$ cat src/rtl/vga_pkg.sv
// Shared definitions for the VGA overlay path.
//   H_ACTIVE_DFLT / V_ACTIVE_DFLT : default active-area size
//   motion_state_t                : box motion sequencer states
//   expand_bit()                  : one colour switch bit -> full-scale 8-bit channel
package vga_pkg;

  localparam int H_ACTIVE_DFLT = 640;
  localparam int V_ACTIVE_DFLT = 480;

  typedef enum logic [1:0] {
    WAIT_FRAME = 2'd0,
    UPDATE_X   = 2'd1,
    UPDATE_Y   = 2'd2
  } motion_state_t;

  function automatic logic [7:0] expand_bit(input logic b);
    return {8{b}};
  endfunction

endpackage

$ cat src/rtl/box_overlay_if.sv
// Video bus between the timing controller / pattern generator and the overlay.
//   master : drives position, timing, background RGB and switches; receives overlaid pixel
//   slave  : the overlay stage
interface box_overlay_if;
  logic [9:0] hPixel;
  logic [8:0] vLine;
  logic       vActive;
  logic       hSync;
  logic       vSync;
  logic [7:0] inRED;
  logic [7:0] inGRN;
  logic [7:0] inBLU;
  logic [9:0] SW;
  logic [7:0] RED;
  logic [7:0] GRN;
  logic [7:0] BLU;
  logic       hSyncOut;
  logic       vSyncOut;
  logic       vActiveOut;

  modport master (
    output hPixel, vLine, vActive, hSync, vSync, inRED, inGRN, inBLU, SW,
    input  RED, GRN, BLU, hSyncOut, vSyncOut, vActiveOut
  );

  modport slave (
    input  hPixel, vLine, vActive, hSync, vSync, inRED, inGRN, inBLU, SW,
    output RED, GRN, BLU, hSyncOut, vSyncOut, vActiveOut
  );
endinterface

$ cat src/rtl/box_axis.sv
// One axis of box motion: position + direction register with bounce rule.
//   clock, rst : pixel clock, async active-low reset
//   en         : perform one step this cycle
//   spd        : step size in pixels/lines (0 = hold)
//   pos, dir   : top-left coordinate on this axis, 1 = moving towards LIMIT
module box_axis #(
  parameter int W     = 10,
  parameter int SIZE  = 32,
  parameter int LIMIT = 640
) (
  input  logic         clock,
  input  logic         rst,
  input  logic         en,
  input  logic [2:0]   spd,
  output logic [W-1:0] pos,
  output logic         dir
);

  localparam logic [10:0]  LIM11   = 11'(LIMIT);
  localparam logic [10:0]  SIZE11  = 11'(SIZE);
  localparam logic [W-1:0] MAX_POS = W'(LIMIT - SIZE);

  // 11-bit arithmetic so pos + spd + SIZE never wraps before the compare.
  logic [10:0] pos_w;
  logic [10:0] reach;
  logic        hit_hi;
  logic        hit_lo;

  assign pos_w  = 11'(pos);
  assign reach  = pos_w + 11'(spd) + SIZE11;
  assign hit_hi = (reach >= LIM11);
  assign hit_lo = (pos_w <= 11'(spd));

  // spd = 0 must leave direction alone even when parked on a limit.
  always_ff @(posedge clock or negedge rst) begin
    if (!rst) begin
      pos <= '0;
      dir <= 1'b1;
    end else if (en && (spd != 3'd0)) begin
      if (dir) begin
        if (hit_hi) begin
          pos <= MAX_POS;
          dir <= 1'b0;
        end else begin
          pos <= pos + W'(spd);
        end
      end else begin
        if (hit_lo) begin
          pos <= '0;
          dir <= 1'b1;
        end else begin
          pos <= pos - W'(spd);
        end
      end
    end
  end

endmodule

$ cat src/rtl/box_overlay.sv
// Bouncing-box sprite overlay between the pattern generator and the VGA pins.
//   clock, rst : pixel clock, async active-low reset
//   vid        : slave side of the video bus (timing/background in, overlaid pixel out)
// Pixel data and syncs are registered together: one clock of latency on all of them.
//
// state      | meaning
// WAIT_FRAME | idle, waiting for the end-of-active-video tick
// UPDATE_X   | step the horizontal position with the latched speed
// UPDATE_Y   | step the vertical position with the latched speed
module box_overlay
  import vga_pkg::*;
#(
  parameter int BOX_W    = 32,
  parameter int BOX_H    = 24,
  parameter int H_ACTIVE = H_ACTIVE_DFLT,
  parameter int V_ACTIVE = V_ACTIVE_DFLT
) (
  input  logic         clock,
  input  logic         rst,
  box_overlay_if.slave vid
);

  motion_state_t state;
  logic [2:0]    spd;
  logic          vactive_d;
  logic          tick;

  logic [9:0]    box_x;
  logic [8:0]    box_y;
  logic          dir_x;
  logic          dir_y;

  logic [10:0]   x_end;
  logic [10:0]   y_end;
  logic          in_box;
  logic [23:0]   box_rgb;
  logic          sw_unused;

  assign sw_unused = ^vid.SW[6:4];

  // Falling edge of vActive marks the start of vertical blanking.
  assign tick = vactive_d & ~vid.vActive;

  always_ff @(posedge clock or negedge rst) begin
    if (!rst) begin
      state     <= WAIT_FRAME;
      spd       <= '0;
      vactive_d <= 1'b0;
    end else begin
      vactive_d <= vid.vActive;
      case (state)
        WAIT_FRAME: begin
          if (tick) begin
            spd   <= vid.SW[2:0];
            state <= UPDATE_X;
          end
        end
        UPDATE_X: state <= UPDATE_Y;
        UPDATE_Y: state <= WAIT_FRAME;
        default:  state <= WAIT_FRAME;
      endcase
    end
  end

  box_axis #(.W(10), .SIZE(BOX_W), .LIMIT(H_ACTIVE)) u_axis_x (
    .clock (clock),
    .rst   (rst),
    .en    (state == UPDATE_X),
    .spd   (spd),
    .pos   (box_x),
    .dir   (dir_x)
  );

  box_axis #(.W(9), .SIZE(BOX_H), .LIMIT(V_ACTIVE)) u_axis_y (
    .clock (clock),
    .rst   (rst),
    .en    (state == UPDATE_Y),
    .spd   (spd),
    .pos   (box_y),
    .dir   (dir_y)
  );

  assign x_end  = 11'(box_x) + 11'(BOX_W);
  assign y_end  = 11'(box_y) + 11'(BOX_H);
  assign in_box = vid.vActive & ~vid.SW[3]
                & (11'(vid.hPixel) >= 11'(box_x)) & (11'(vid.hPixel) < x_end)
                & (11'(vid.vLine)  >= 11'(box_y)) & (11'(vid.vLine)  < y_end);

  assign box_rgb = {expand_bit(vid.SW[9]), expand_bit(vid.SW[8]), expand_bit(vid.SW[7])};

  always_ff @(posedge clock or negedge rst) begin
    if (!rst) begin
      vid.RED        <= '0;
      vid.GRN        <= '0;
      vid.BLU        <= '0;
      vid.hSyncOut   <= 1'b1;
      vid.vSyncOut   <= 1'b1;
      vid.vActiveOut <= 1'b0;
    end else begin
      vid.hSyncOut   <= vid.hSync;
      vid.vSyncOut   <= vid.vSync;
      vid.vActiveOut <= vid.vActive;
      if (!vid.vActive) begin
        {vid.RED, vid.GRN, vid.BLU} <= '0;
      end else if (in_box) begin
        {vid.RED, vid.GRN, vid.BLU} <= box_rgb;
      end else begin
        {vid.RED, vid.GRN, vid.BLU} <= {vid.inRED, vid.inGRN, vid.inBLU};
      end
    end
  end

endmodule

$ cat src/flat_wrapper.sv
// flat-port wrapper written by rule: the top's interface ports become plain ports
module box_overlay_flat import vga_pkg::*;
#(
  parameter int BOX_W    = 32,
  parameter int BOX_H    = 24,
  parameter int H_ACTIVE = H_ACTIVE_DFLT,
  parameter int V_ACTIVE = V_ACTIVE_DFLT
)
  (clock, rst, vid_hPixel, vid_vLine, vid_vActive, vid_hSync, vid_vSync, vid_inRED, vid_inGRN, vid_inBLU, vid_SW, vid_RED, vid_GRN, vid_BLU, vid_hSyncOut, vid_vSyncOut, vid_vActiveOut);
  box_overlay_if vid_i ();
  input  logic clock;
  input  logic rst;
  input wire logic [$bits(vid_i.hPixel)-1:0] vid_hPixel;
  input wire logic [$bits(vid_i.vLine)-1:0] vid_vLine;
  input wire logic [$bits(vid_i.vActive)-1:0] vid_vActive;
  input wire logic [$bits(vid_i.hSync)-1:0] vid_hSync;
  input wire logic [$bits(vid_i.vSync)-1:0] vid_vSync;
  input wire logic [$bits(vid_i.inRED)-1:0] vid_inRED;
  input wire logic [$bits(vid_i.inGRN)-1:0] vid_inGRN;
  input wire logic [$bits(vid_i.inBLU)-1:0] vid_inBLU;
  input wire logic [$bits(vid_i.SW)-1:0] vid_SW;
  output wire logic [$bits(vid_i.RED)-1:0] vid_RED;
  output wire logic [$bits(vid_i.GRN)-1:0] vid_GRN;
  output wire logic [$bits(vid_i.BLU)-1:0] vid_BLU;
  output wire logic [$bits(vid_i.hSyncOut)-1:0] vid_hSyncOut;
  output wire logic [$bits(vid_i.vSyncOut)-1:0] vid_vSyncOut;
  output wire logic [$bits(vid_i.vActiveOut)-1:0] vid_vActiveOut;
  assign vid_i.hPixel = vid_hPixel;
  assign vid_i.vLine = vid_vLine;
  assign vid_i.vActive = vid_vActive;
  assign vid_i.hSync = vid_hSync;
  assign vid_i.vSync = vid_vSync;
  assign vid_i.inRED = vid_inRED;
  assign vid_i.inGRN = vid_inGRN;
  assign vid_i.inBLU = vid_inBLU;
  assign vid_i.SW = vid_SW;
  assign vid_RED = vid_i.RED;
  assign vid_GRN = vid_i.GRN;
  assign vid_BLU = vid_i.BLU;
  assign vid_hSyncOut = vid_i.hSyncOut;
  assign vid_vSyncOut = vid_i.vSyncOut;
  assign vid_vActiveOut = vid_i.vActiveOut;
  box_overlay #(.BOX_W(BOX_W), .BOX_H(BOX_H), .H_ACTIVE(H_ACTIVE), .V_ACTIVE(V_ACTIVE)) u_core (.clock(clock), .rst(rst), .vid(vid_i));
endmodule
$ cat config.mk
export PLATFORM = sky130hd
export DESIGN_NAME = box_overlay_flat
export DESIGN_NICKNAME = d
export VERILOG_FILES = /design/src/rtl/vga_pkg.sv /design/src/rtl/box_overlay_if.sv /design/src/rtl/box_axis.sv /design/src/rtl/box_overlay.sv /design/src/flat_wrapper.sv
export SDC_FILE = /design/constraint.sdc
export NUM_CORES = 1
export LEC_CHECK = 0
export BUFFER_PORTS_ARGS = -buffer_cell sky130_fd_sc_hd__buf_2
export CORE_ASPECT_RATIO = 1.25
export CORE_MARGIN = 2
export CORE_UTILIZATION = 57
export DETAILED_ROUTE_END_ITERATION = 7
export PLACE_DENSITY = 0.82
export REMOVE_ABC_BUFFERS = 1
export SLEW_MARGIN = 20
export SYNTH_ARGS = -nofsm -noshare
export SYNTH_HDL_FRONTEND = slang
export SYNTH_SLANG_ARGS = --single-unit
$ cat constraint.sdc
create_clock -name clock -period 3.5 [get_ports clock]
set_input_delay 0.7 -clock clock [delete_from_list [all_inputs] [get_ports clock]]
set_output_delay 0.7 -clock clock [all_outputs]
set_load 0.01 [all_outputs]
==> results of run 1 <==
## power breakdown
group          internal [mW]  switching, mW
combinational          0.862           1.21
sequential             0.762          0.270
clock                  0.220          0.225
## cells by family (layout without fill, tap and decap cells)
kind of cell | Yosys count | count (layout) | share of synthesized area
xor gates and xnor gates | 16 | 16 | 0.0311
adders and majority gates | 51 | 51 | 0.148
and+or+nand+nor | 158 | 158 | 0.186
muxes | 27 | 27 | 0.0605
buffers and inverters | 61 | 130 | 0.0653
DFF | 53 | 53 | 0.295
AOI/OAI and AO/OA | 132 | 132 | 0.214
## per-layer routing
layer  share of wire  track usage  vias up
met1            0.37        0.299     1938
li1                -            -     1964
met5               0            0        -
met2            0.54        0.511      157
met4           0.036        0.128        0
met3           0.049       0.0365       46
## synth_stat cells (3+ instances only)
| master | count | area [µm²] |
|---|---|---|
| sky130_fd_sc_hd__buf_6 | 5 | 56.3 |
| sky130_fd_sc_hd__a22oi_1 | 3 | 22.5 |
| sky130_fd_sc_hd__ha_1 | 47 | 588 |
| sky130_fd_sc_hd__o41ai_1 | 3 | 26.3 |
| sky130_fd_sc_hd__nor4_1 | 7 | 43.8 |
| sky130_fd_sc_hd__and2_1 | 6 | 37.5 |
| sky130_fd_sc_hd__nand4_1 | 6 | 37.5 |
| sky130_fd_sc_hd__nand3_1 | 11 | 55.1 |
| sky130_fd_sc_hd__a211oi_1 | 9 | 67.6 |
| sky130_fd_sc_hd__xnor2_1 | 12 | 105 |
| sky130_fd_sc_hd__buf_4 | 4 | 30.0 |
| sky130_fd_sc_hd__or3_1 | 6 | 37.5 |
| sky130_fd_sc_hd__o211ai_1 | 10 | 75.1 |
| sky130_fd_sc_hd__fa_1 | 4 | 80.1 |
| sky130_fd_sc_hd__nand2b_1 | 6 | 37.5 |
| sky130_fd_sc_hd__o221ai_1 | 6 | 52.6 |
| sky130_fd_sc_hd__o21a_1 | 9 | 67.6 |
| sky130_fd_sc_hd__o21ai_0 | 23 | 115 |
| sky130_fd_sc_hd__a221o_1 | 3 | 30.0 |
| sky130_fd_sc_hd__a31oi_1 | 7 | 43.8 |
| sky130_fd_sc_hd__a211o_1 | 3 | 26.3 |
| sky130_fd_sc_hd__inv_1 | 33 | 124 |
| sky130_fd_sc_hd__nor2b_1 | 10 | 62.6 |
| sky130_fd_sc_hd__mux2i_1 | 25 | 250 |
| sky130_fd_sc_hd__a32oi_1 | 4 | 35.0 |
| sky130_fd_sc_hd__nor3_1 | 11 | 55.1 |
| sky130_fd_sc_hd__buf_2 | 9 | 45.0 |
| sky130_fd_sc_hd__a21oi_1 | 20 | 100 |
| sky130_fd_sc_hd__clkbuf_1 | 7 | 26.3 |
| sky130_fd_sc_hd__nor2_1 | 20 | 75.1 |
| sky130_fd_sc_hd__a21o_1 | 5 | 37.5 |
| sky130_fd_sc_hd__nand2_1 | 54 | 203 |
| sky130_fd_sc_hd__dfstp_2 | 4 | 105 |
| sky130_fd_sc_hd__dfrtp_1 | 49 | 1230 |
| sky130_fd_sc_hd__xor2_1 | 4 | 35.0 |
## worst min-delay path by stage
stage                                   endpoint  slack (ns)  cells after the start
after floorplan                    u_core.spd[0]        0.40                      0
after global placement           u_core.state[1]        0.49                      1
after detailed placement         u_core.state[1]        0.51                      1
after CTS                          u_core.spd[0]        0.41                      1
after global routing               u_core.spd[0]        0.42                      1
final                     u_core.u_axis_y.pos[3]        0.37                      1
## layout make-up
| class | count | area, µm² |
|---|---|---|
| clock inverter | 3 | 50.0 |
| tap | 95 | 119 |
| timing repair buffer | 87 | 450 |
| clock buffer | 5 | 68.8 |
| multi-input combinational | 384 | 2880 |
| sequential | 53 | 1330 |
| inverter | 35 | 131 |
| fill | 653 | 2720 |
## sequential cells by signal, summed over array words and instances (netlist names)
name and count:
u_core.u_axis_y.dir 1, u_core.state 2, u_core.u_axis_y.pos 9, u_core.vid.vSyncOut 1
u_core.vid.hSyncOut 1, u_core.u_axis_x.pos 10, u_core.vid.GRN 8, u_core.spd 3
u_core.vid.RED 8, u_core.vactive_d 1, u_core.u_axis_x.dir 1, u_core.vid.BLU 8
## cells in the final DEF, fill, tap and decap left out, drive strengths merged, types with 11 or more instances in the layout
cell   synthesis  layout
a21oi         20      20
buf           18      87
dfrtp         49      49
ha            47      47
inv           33      34
mux2i         25      25
nand2         54      54
nand3         12      12
nor2          20      20
nor2b         11      11
nor3          12      12
o21ai         24      24
xnor2         12      12
## worst max-delay path: cells and delay by family, from the launching register on
kind / cells / cell delay, ns
buf+inv: 1 / 0.06
compound gates: 4 / 1.50
simple gates: 2 / 0.18
fa+ha+maj: 2 / 0.63
flops: 1 / 0.51
==> results.md, run 1 <==
- Setup violations remaining at the end of the flow were counted as 0.
- For this configuration, the core starts out at a cell density of 0.582.
- The cell area after placement is a little under 5000 µm².
- Of the available clock period, the critical path in the final layout requires 0.853.
- Of all nets on the critical path, the largest fanout is 9.
- A synthesized cell averages 9.05 µm².
- The floorplan step defined a die boundary enclosing 8640 µm².
- The slowest stage cell on the critical path is sky130_fd_sc_hd__a211oi_4.
- TritonCTS built the clock tree.
- The standby leakage power is between 2 and 2.5 nW.
- Setup repair after global routing left no endpoint under its margin.
- The clock tree root buffer cell is sky130_fd_sc_hd__clkbuf_8.
- STA puts the critical path data required time at between 3 and 4 ns.
- The per-cell routed wire length is 17.2 µm.
- The routed layout has roughly 4,100 vias.
- The post-detailed-placement half-perimeter wirelength is 8.96 mm.
- The count of flip-flops with a built-in enable after synthesis is 0.
- At the worst endpoint, the arrival time is 3.20 ns.
- The worst register-to-register path has a depth of 9.
- The height of the chip is 103 µm.
- The H-tree level count is 2.
- Static timing analysis puts the maximum clock frequency at approximately 0.33 GHz.
- The startpoint kind of the worst setup timing path is a flop.
- The total power consumption of the routed design is roughly 3.5 mW.
- The post-route antenna net violation count is 0.
- The width of the die is between 80 and 90 µm.
- The synthesis-to-finish area growth is 11.7%.
- The core region is between 7000 and 8000 µm².
- The leftover overflow at the end of global routing is 0.
- The number of antenna diodes in the final layout is 0.
- The clock latency on the worst-skew pair is roughly 0.32 ns.
- After synthesis the cells add up to 4510 µm².
- Synthesis produced a netlist whose cell count is ~500.
- For this run, the leading register cell type out of synthesis is sky130_fd_sc_hd__dfrtp_1.
- The worst setup margin is a little over 0.5 ns.
- The critical path goes through ha_1, inv_1, fa_1, o21bai_1, a41o_1, nor3_1, a211oi_4, nand3_2, a221o_1.
- The initial antenna violation count is 0.
- The number of synthesized register bits is 53.
- The number of remaining DRC errors is 0.
- The actual transition at the worst max-transition pin is 0.785 ns.
- OpenSTA, run right after detailed placement, puts the worst setup slack at 0.590 ns.
- After clock tree synthesis, the setup repair step added 0 buffers.
- Clock-pin slew was measured on the worst setup and hold paths at ~0.11 ns.
- The type of element capturing the critical path is a flop.
- The routed design has 11.4 mm of wire.
- With fillers left out, the area of the finished cells amounts to 5030 µm².
- Buffers inserted to repair hold after CTS numbered 0.
- The distinct cell type count after synthesis is 77.
- The detailed router finished its first iteration with 200 violations.
- The non-filler instance count after layout is approximately 660.
- The final hold violation count is 0.
- The share of layout cells above drive strength 1 is 0.201.
- After detailed placement, the design holds a cell count of 654.
- The worst hold path class is primary input to async pin.
- For this run, the register share of the synthesized area comes to 0.295.
- The final cell utilization of the core is 0.649.
- After floorplanning, the core was divided into 36 placement rows.
- The first detailed-routing pass ran for 6 iterations.
- In the global route stage, overall resource usage came out at 0.268.
- The highest cell delay on the worst timing path is about 0.55 ns.
- The final layout contains approximately 680 nets.
- The vias per cell is around 6.2.
- The number of buffers inserted by port buffering is 81.
- The tool flagged a number of max-cap violations equal to 0.
- The weighted congestion reported at the end of routability-driven placement is ~0.92.
- The Yosys step of the flow raised 0 warnings.
- The run finished with clean final reports.
- The number of sinks handled by clock tree synthesis is 53.
- The fraction of synthesis flops using an asynchronous set or reset pin is 1.00.
- The critical path is of the flop to flop type.
- The launch point of the critical path is u_core.spd[0].
- The pin count of the biggest net entering global routing is 29.
- Gates resized during post-CTS repair numbered 0.
- In the final timing run, aggregate negative setup slack is 0 ns.
- The reg-to-reg endpoint is u_core.u_axis_x.pos[9].
- The wire length of the first global-routing pass is between 15 and 20 mm.
- The clock tree skew after final layout is roughly 0.012 ns.
- The total power density per cell area is 705 nW/µm².
- The routed design could run at a clock period as short as between 2 and 3 ns.
- The number of top-level pins is 85.
- The count of pins over their slew limit is 0.
- VDD sags by at most between 0.0004 and 0.0005 V.
- The largest buffer count on any clock path is 2.
- The hold slack is between 0.3 and 0.4 ns.
- The worst pin sits at a relative slew slack of 0.469.
- In this run the critical register-to-register path is launched from u_core.spd[0].
- In this run the worst setup path terminates at u_core.u_axis_x.pos[9].
- The worst reg-to-reg setup slack is roughly 0.5 ns.
- TritonCTS created 5 clock buffers.
- The via count of the first global-routing pass is around 4,100.
(Power assumes the default switching activity.)
==> inputs of run 2 (changes only) <==
CORE_UTILIZATION = 36   (was 57)
PLACE_DENSITY = default   (was 0.82)
==> run 2 against run 1 <==
Flip-flop and latch count unchanged. Worst setup slack worse by 0.040 ns. Fmax down 1.3%. Cell area up 2.8%. Register-to-register slack worse by 0.04 ns. Combinational power about the same. Highest routed layer unchanged. Utilization down 22 points. Power up 3.5%. Die area up 56%.
==> results.md, run 2 (synthesized netlist as in run 1, its figures left out) <==
- The total of max-cap violations was 0 (unchanged).
- The area occupied by registers is 1330 µm² (unchanged).
- The pre-CTS setup slack is 0.503 ns (-0.0866 ns).
- The number of buffers inserted by port buffering is 81 (unchanged).
- The largest vdd supply drop was 0.000244 V (-45%).
- The number of rows in the core area is 45 (+25%).
- The overall global routing resource usage came to 0.181 (-0.0875).
- The height of the chip came to 129 µm (+25%).
- The number of DRC markers after the initial detailed-route iteration is 197 (-1.5%).
- The pin count of the biggest net entering global routing is 38 (+31%).
- The critical path buffer and inverter count is 2 (+1).
- The final clock period utilization by the worst path is 0.865 (+0.0113).
- The weighted congestion reported at the end of routability-driven placement is 0.916 (-0.61%).
- The total number of nets in the final design is 676 (+0.15%).
- The initial antenna violation count is 0 (unchanged).
- The routed length on met1 is 4.66 mm (+9.6%).
- The critical path goes through inv_1, ha_1, xor2_1, ha_1, o21a_1, o21ai_0, a31oi_1, o31ai_1, nand4_2, buf_4, mux2i_1.
- Along the worst hold path, the cell count comes to 1.
- The cell-internal power came to 1.97 mW (+7.0%).
- The switching part of the total power is 0.462 (-0.0176).
- The total number of vias came to 4,063 (-1.0%).
- The highest clock frequency the design can meet is 0.330 GHz (-1.3%).
- The final hold violation count is 0 (unchanged).
- The wire length on met2 was 6.62 mm (+7.5%).
- The detailed-router iteration count before antenna repair is 4 (-2).
- The share of power burned in the clock network is 0.154 (+0.029).
- The share of layout cells above drive strength 1 is 0.201 (-0.000354).
- The worst setup margin is 0.474 ns (-0.0397 ns).
- The number of buffers inserted for hold repair after clock tree synthesis is 0 (unchanged).
- The actual transition at the worst max-transition pin is 0.889 ns (+0.104 ns).
- The library cell used most frequently in the layout, excluding fill and tap cells, is sky130_fd_sc_hd__buf_2.
- The flow ran to the end, and the final reports show no timing, DRC or antenna violations.
- The path type of the worst setup path is flop to flop.
- The worst reg-to-reg path cell count is 11 (+2).
- In the layout the commonest cells are sky130_fd_sc_hd__buf_2, sky130_fd_sc_hd__nand2_1, sky130_fd_sc_hd__dfrtp_1.
- The number of gates on the worst path with buffers counted is 11 (+2).
- The starting utilization of the core area is 0.370 (-0.211).
- The startpoint kind of the worst setup timing path is a flop.
- The final cell utilization of the core is 0.425 (-0.224).
- The largest buffer count on any clock path is 2 (unchanged).
- The total length of routed met3 wires is 471 µm (-16%).
- The count of pins over their slew limit came to 0 (unchanged).
- The number of sinks handled by clock tree synthesis came to 53 (unchanged).
- The critical path starts at u_core.u_axis_y.pos[3].
- TritonCTS built the clock tree.
- The number of remaining DRC errors came to 0 (unchanged).
- The post-CTS setup buffer count is 0 (unchanged).
- The number of buffers created by CTS was 5 (unchanged).
- The normalized max-slew margin came to 0.407 (-0.0622).
- The clock tree skew after final layout is 0.00707 ns (-0.00486 ns).
- The portion of total power attributed to sequential cells is 0.285 (-0.006).
- The total power consumption of the routed design is 3.67 mW (+3.5%).
- The width of the die is 104 µm (+25%).
- The total routed wirelength is 12.2 mm (+6.8%).
- STA classifies the critical path endpoint as a flop.
- The leftover overflow at the end of global routing is 0 (unchanged).
- The flip-flop count of the largest register after layout is 10 (unchanged).
- The relative contribution of combinational cells to total power is 0.561 (-0.023).
- The clock latency on the worst-skew pair is 0.30 ns (-0.02 ns).
- On the critical path the largest part of the delay comes from compound AO/OA/AOI/OAI gates.
- The final count of negative-setup-slack endpoints is 0 (unchanged).
- The startpoint of the lowest-slack hold path is vid_hSync.
- The aggregate negative setup slack is 0 ns (unchanged).
- In this run the critical register-to-register path is launched from u_core.u_axis_y.pos[3].
- The per-cell routed wire length is 16.6 µm (-3.5%).
- The highest cell delay on the worst timing path is 0.58 ns (+0.03 ns).
- The clock tree root buffer cell is sky130_fd_sc_hd__clkbuf_16.
- The standby leakage power is 2.52 nW (+1.0%).
- The wire length of the first global-routing pass is 19.6 mm (+3.8%).
- The final critical delay including setup and external delays was 3.03 ns (+0.0397 ns).
- The post-route antenna net violation count is 0 (unchanged).
- The number of inserted filler cells in the final layout came to 1,222 (+87%).
- The H-tree level count was 2 (unchanged).
- The total inserted antenna cells is 0 (unchanged).
- The via count of the first global-routing pass is 4,124 (-0.58%).
- The post-detailed-placement half-perimeter wirelength is 9.50 mm (+6.0%).
- The data arrival time of the critical path was 3.19 ns (about the same).
- The register with the most flip-flops is u_core.u_axis_x.pos.
- The total power density per cell area is 709 nW/µm² (+0.66%).
- The largest registers in the layout are u_core.u_axis_x.pos: 10 flops, u_core.u_axis_y.pos: 9 flops.
- The area of the core is 12,200 µm² (+57%).
- The area growth from synthesis to layout is 14.8%.
- The placed instance count is 724 (+11%).
- The path class of the tightest hold or removal check is primary input to flop.
- The vias per cell is 5.55 (-10%).
- The area of combinational cells with multiple inputs is 2880 µm² (unchanged).
- Setup repair after global routing left no endpoint under its margin.
- Counting stages on the worst path, the most repeated cell is sky130_fd_sc_hd__ha_1.
- The clock-pin transition on the worst setup and hold timing paths is 0.07 ns (-0.04 ns).
- The power spent charging and discharging nets is 1.70 mW (-0.29%).
- The number of gates resized after cts came to 0 (unchanged).
- The non-filler instance count after layout is 732 (+11%).
- The worst path required time is 3.66 ns (-0.05 ns).
- The die outline area is 13,400 µm² (+56%).
- The top fanout value on the critical path is 24 (+15).
- The top routing layer in use is met4.
- The number of top-level pins is 85 (unchanged).
- On the critical path, the stage with the largest delay is an instance of sky130_fd_sc_hd__dfrtp_1.
==> run 2: cell types whose count changed in the layout (fill, tap and decap cells not counted), sizes merged <==
cell,change
buf,+1
clkbuf,+1
inv,-1
==> run 2: stage by stage <==
step | hold slack, ns | cell area (µm²)
after CTS | 0.497 | 5170
after floorplan | 0.404 | 4340
after global routing | 0.489 | 5170
after detailed placement | 0.509 | 5010
final | 0.499 | 5170
after global placement | 0.491 | 5010
==> run 2: cell type report <==
type,instances,area share
Timing Repair Buffer,88,0.0885
Inverter,35,0.0254
Clock buffer,6,0.0249
Multi-Input combinational cell,384,0.557
Sequential cell,53,0.257
Tap cell,164,0.0397
Clock inverter,2,0.00750
==> run 2: power groups by stage <==
| stage | clock [mW] | combinational (mW) | sequential (mW) |
|---|---|---|---|
| 2_1_floorplan | 0 | 1.50 | 0.997 |
| 3_5_place_dp | 0 | 2.04 | 1.05 |
| 3_3_place_gp | 0 | 2.00 | 1.04 |
| 4_1_cts | 0.579 | 2.05 | 1.04 |
| 6_report | 0.566 | 2.06 | 1.05 |
| 5_1_grt | 0.604 | 2.30 | 1.08 |
==> run 2: per-layer routing <==
metal | global-route usage | vias to the layer above
met3 | 0.0342 | 27
met1 | 0.191 | 1961
met4 | 0.0851 | 0
li1 | - | 1971
met5 | 0 | -
met2 | 0.347 | 104
==> run 2: final timing paths <==
path                                          endpoint  slack (ns)
worst max-delay path                 u_core.vid.BLU[2]        0.47
worst min-delay path               u_core.vid.hSyncOut        0.50
worst max register to register       u_core.vid.BLU[2]        0.47
worst min register to register         u_core.state[1]        0.52
max in group asynchronous          u_core.u_axis_y.dir        2.26
min in group asynchronous       u_core.u_axis_y.pos[0]        0.53
==> inputs of run 3 (changes only) <==
CAP_MARGIN = 10   (was default)
REMOVE_ABC_BUFFERS = default   (was 1)
==> run 3 against run 2 <==
Global-route usage about the same. Power decreased by 1.2%. Worst hold slack worse by 0.015 ns. Clock skew decreased by 0.0012 ns. Clock-buffer cell count shrank 1.
==> results.md, run 3 (synthesized netlist as in run 1, its figures left out) <==
- The number of nets in the synthesized netlist is roughly 600.
- The power spent charging and discharging nets is 1.73 mW (+1.8%).
- The register with the most flip-flops is u_core.u_axis_x.pos.
- The portion of total power attributed to sequential cells is 0.283 (-0.002).
- The slowest stage cell on the critical path is sky130_fd_sc_hd__dfrtp_1.
- The starting utilization of the core area is 0.370 (unchanged).
- STA classifies the critical path endpoint as a flop.
- The total of max-cap violations is 0 (unchanged).
- The leftover overflow at the end of global routing is 0 (unchanged).
- The post-detailed-placement half-perimeter wirelength is 9.31 mm (-2.0%).
- The number of buffers created by CTS came to 5 (unchanged).
- The aggregate negative setup slack is 0 ns (unchanged).
- The summed area of non-filler cells in the final layout came to 5150 µm² (-0.41%).
- The final hold violation count is 0 (unchanged).
- The overall global routing resource usage came to 0.180 (-0.000468).
- The area of the core came to 12,200 µm² (unchanged).
- The flip-flop count of the largest register after layout is 10 (unchanged).
- The total number of nets in the final design was 676 (unchanged).
- The worst setup margin is 0.657 ns (+0.183 ns).
- The actual transition at the worst max-transition pin is 0.774 ns (-0.115 ns).
- The number of buffers inserted for hold repair after clock tree synthesis is 0 (unchanged).
- The total routed wirelength was 12.1 mm (-0.54%).
- The worst hold path class is primary input to async pin.
- The initial antenna violation count is 0 (unchanged).
- The cell area after placement came to 5010 µm² (unchanged).
- The number of gates resized after cts is 0 (unchanged).
- The vias per cell was 5.55 (about the same).
- The via count of the first global-routing pass is 4,123 (-0.024%).
- The clock tree skew after final layout is 0.00590 ns (-0.00118 ns).
- The non-filler instance count after layout is 732 (unchanged).
- The die outline area is 13,400 µm² (unchanged).
- CTS placed an instance of sky130_fd_sc_hd__clkbuf_16 at the clock tree root.
- The largest buffer count on any clock path is 2 (unchanged).
- The switching part of the total power is 0.476 (+0.0140).
- The data arrival time of the critical path came to 3.05 ns (-0.14 ns).
- The number of sinks handled by clock tree synthesis came to 53 (unchanged).
- The hold slack was 0.485 ns (-0.0145 ns).
- The worst reg-to-reg path cell count is 9 (-2).
- Setup repair after global routing left no endpoint under its margin.
- The clock-pin transition on the worst setup and hold timing paths was 0.08 ns (about the same).
- The height of the chip is 129 µm (unchanged).
- The number of rows in the core area is 45 (unchanged).
- The startpoint kind of the worst setup timing path is a flop.
- The worst register-to-register path begins at u_core.u_axis_x.pos[5].
- The busiest layer in global routing is met2.
- The largest vdd supply drop was 0.000285 V (+17%).
- The top fanout value on the critical path is 24 (unchanged).
- The worst register-to-register path ends at u_core.vid.RED[2].
- The flow ran to the end, and the final reports show no timing, DRC or antenna violations.
- The standby leakage power came to 2.51 nW (-0.42%).
- The global routing usage on met2 is 0.342 (-0.00464).
- The final critical delay including setup and external delays is 2.84 ns (-0.183 ns).
- The routing usage on met1 came to 0.211 (+0.0206).
- The number of remaining DRC errors was 0 (unchanged).
- The width of the die is 104 µm (unchanged).
- The share of layout cells above drive strength 1 is 0.202 (+0.00176).
- The final cell utilization of the core is 0.424 (-0.00175).
- The total inserted antenna cells is 0 (unchanged).
- The detailed-router iteration count before antenna repair is 4 (unchanged).
- The total power consumption of the routed design is 3.63 mW (-1.2%).
- The final clock period utilization by the worst path is 0.812 (-0.0524).
- The total number of vias is 4,061 (-0.049%).
- The relative contribution of combinational cells to total power is 0.577 (+0.016).
- The total power density per cell area was 704 nW/µm² (-0.76%).
- The number of inserted filler cells in the final layout is 1,283 (+5.0%).
- The clock latency on the worst-skew pair is 0.29 ns (about the same).
- The highest cell delay on the worst timing path was 0.57 ns (about the same).
- The weighted congestion reported at the end of routability-driven placement is 0.877 (-4.3%).
- The most frequent standard cell in the layout excluding fill and tap cells is sky130_fd_sc_hd__buf_2.
- In the layout the commonest cells are sky130_fd_sc_hd__buf_2, sky130_fd_sc_hd__nand2_1, sky130_fd_sc_hd__dfrtp_1.
- The number of top-level pins came to 85 (unchanged).
- The normalized max-slew margin was 0.484 (+0.0766).
- The highest clock frequency the design can meet was 0.352 GHz (+6.4%).
- The post-CTS setup buffer count is 0 (unchanged).
- The final count of negative-setup-slack endpoints is 0 (unchanged).
- In the final layout, the registers with the most flip-flops are u_core.u_axis_x.pos: 10 flops, u_core.u_axis_y.pos: 9 flops.
- The synthesis-to-finish area growth is 14.4%.
- The TritonCTS clock tree is yes.
- The cell-internal power came to 1.90 mW (-3.7%).
- The wire length of the first global-routing pass was 19.9 mm (+1.7%).
- The placed instance count is 724 (unchanged).
- The pin count of the biggest net entering global routing came to 32 (-16%).
- The worst setup path is of the flop to flop kind.
- The post-route antenna net violation count is 0 (unchanged).
- The worst path required time came to 3.70 ns (+0.04 ns).
- The routing usage on met3 came to 0.0226 (-0.0116).
- The number of buffers inserted by port buffering is 81 (unchanged).
- The count of pins over their slew limit came to 0 (unchanged).
- The H-tree level count is 2 (unchanged).
- The worst reg-to-reg setup slack was 0.66 ns (+0.18 ns).
- The number of DRC markers after the initial detailed-route iteration is 156 (-21%).
- The share of power burned in the clock network is 0.140 (-0.014).
- The per-cell routed wire length was 16.5 µm (-0.54%).
- The pre-CTS setup slack was 0.676 ns (+0.172 ns).
- Walking the worst path, the cells encountered are inv_1, ha_1, inv_1, ha_1, a22o_1, o41ai_1, nand4_2, buf_4, mux2i_1.
==> run 3: final cells by class <==
class | count | area [µm²] | share of cell area
Clock buffer | 5 | 125 | 0.0243
Timing Repair Buffer | 88 | 458 | 0.0889
Inverter | 35 | 131 | 0.0255
Sequential cell | 53 | 1330 | 0.258
Tap cell | 164 | 205 | 0.0398
Clock inverter | 3 | 21.3 | 0.00413
Multi-Input combinational cell | 384 | 2880 | 0.559
==> run 3: layer usage <==
layer / part of all wire / wire (µm)
met4: 0.020 / 242
met5: 0 / 0
met3: 0.034 / 412
met2: 0.53 / 6470
met1: 0.41 / 4970
==> run 3: critical path: cells and delay by family (launching register included) <==
family	cells	cell delay (ns)
fa+ha+maj	2	0.60
compound gates	2	0.67
mux	1	0.24
buf+inv	3	0.52
flops	1	0.57
simple gates	1	0.14
==> run 3: worst max-delay path by stage <==
stage	from	to	slack (ns)	depth (start not counted)
after floorplan	u_core.u_axis_y.pos[4]	u_core.vid.BLU[0]	0.86	12
after global placement	u_core.u_axis_x.pos[5]	u_core.vid.BLU[2]	0.71	9
after detailed placement	u_core.u_axis_x.pos[5]	u_core.vid.RED[2]	0.68	9
after CTS	u_core.u_axis_x.pos[5]	u_core.vid.RED[2]	0.65	10
after global routing	u_core.u_axis_x.pos[5]	u_core.vid.RED[2]	0.47	10
final	u_core.u_axis_x.pos[5]	u_core.vid.RED[2]	0.66	9
==> run 3: power groups by stage <==
stage	sequential, mW	combinational [mW]	clock [mW]
6_report	1.03	2.09	0.508
5_1_grt	1.06	2.36	0.548
4_1_cts	1.02	2.08	0.525
3_5_place_dp	1.04	2.06	0
3_3_place_gp	1.03	2.01	0
2_1_floorplan	0.877	1.75	0
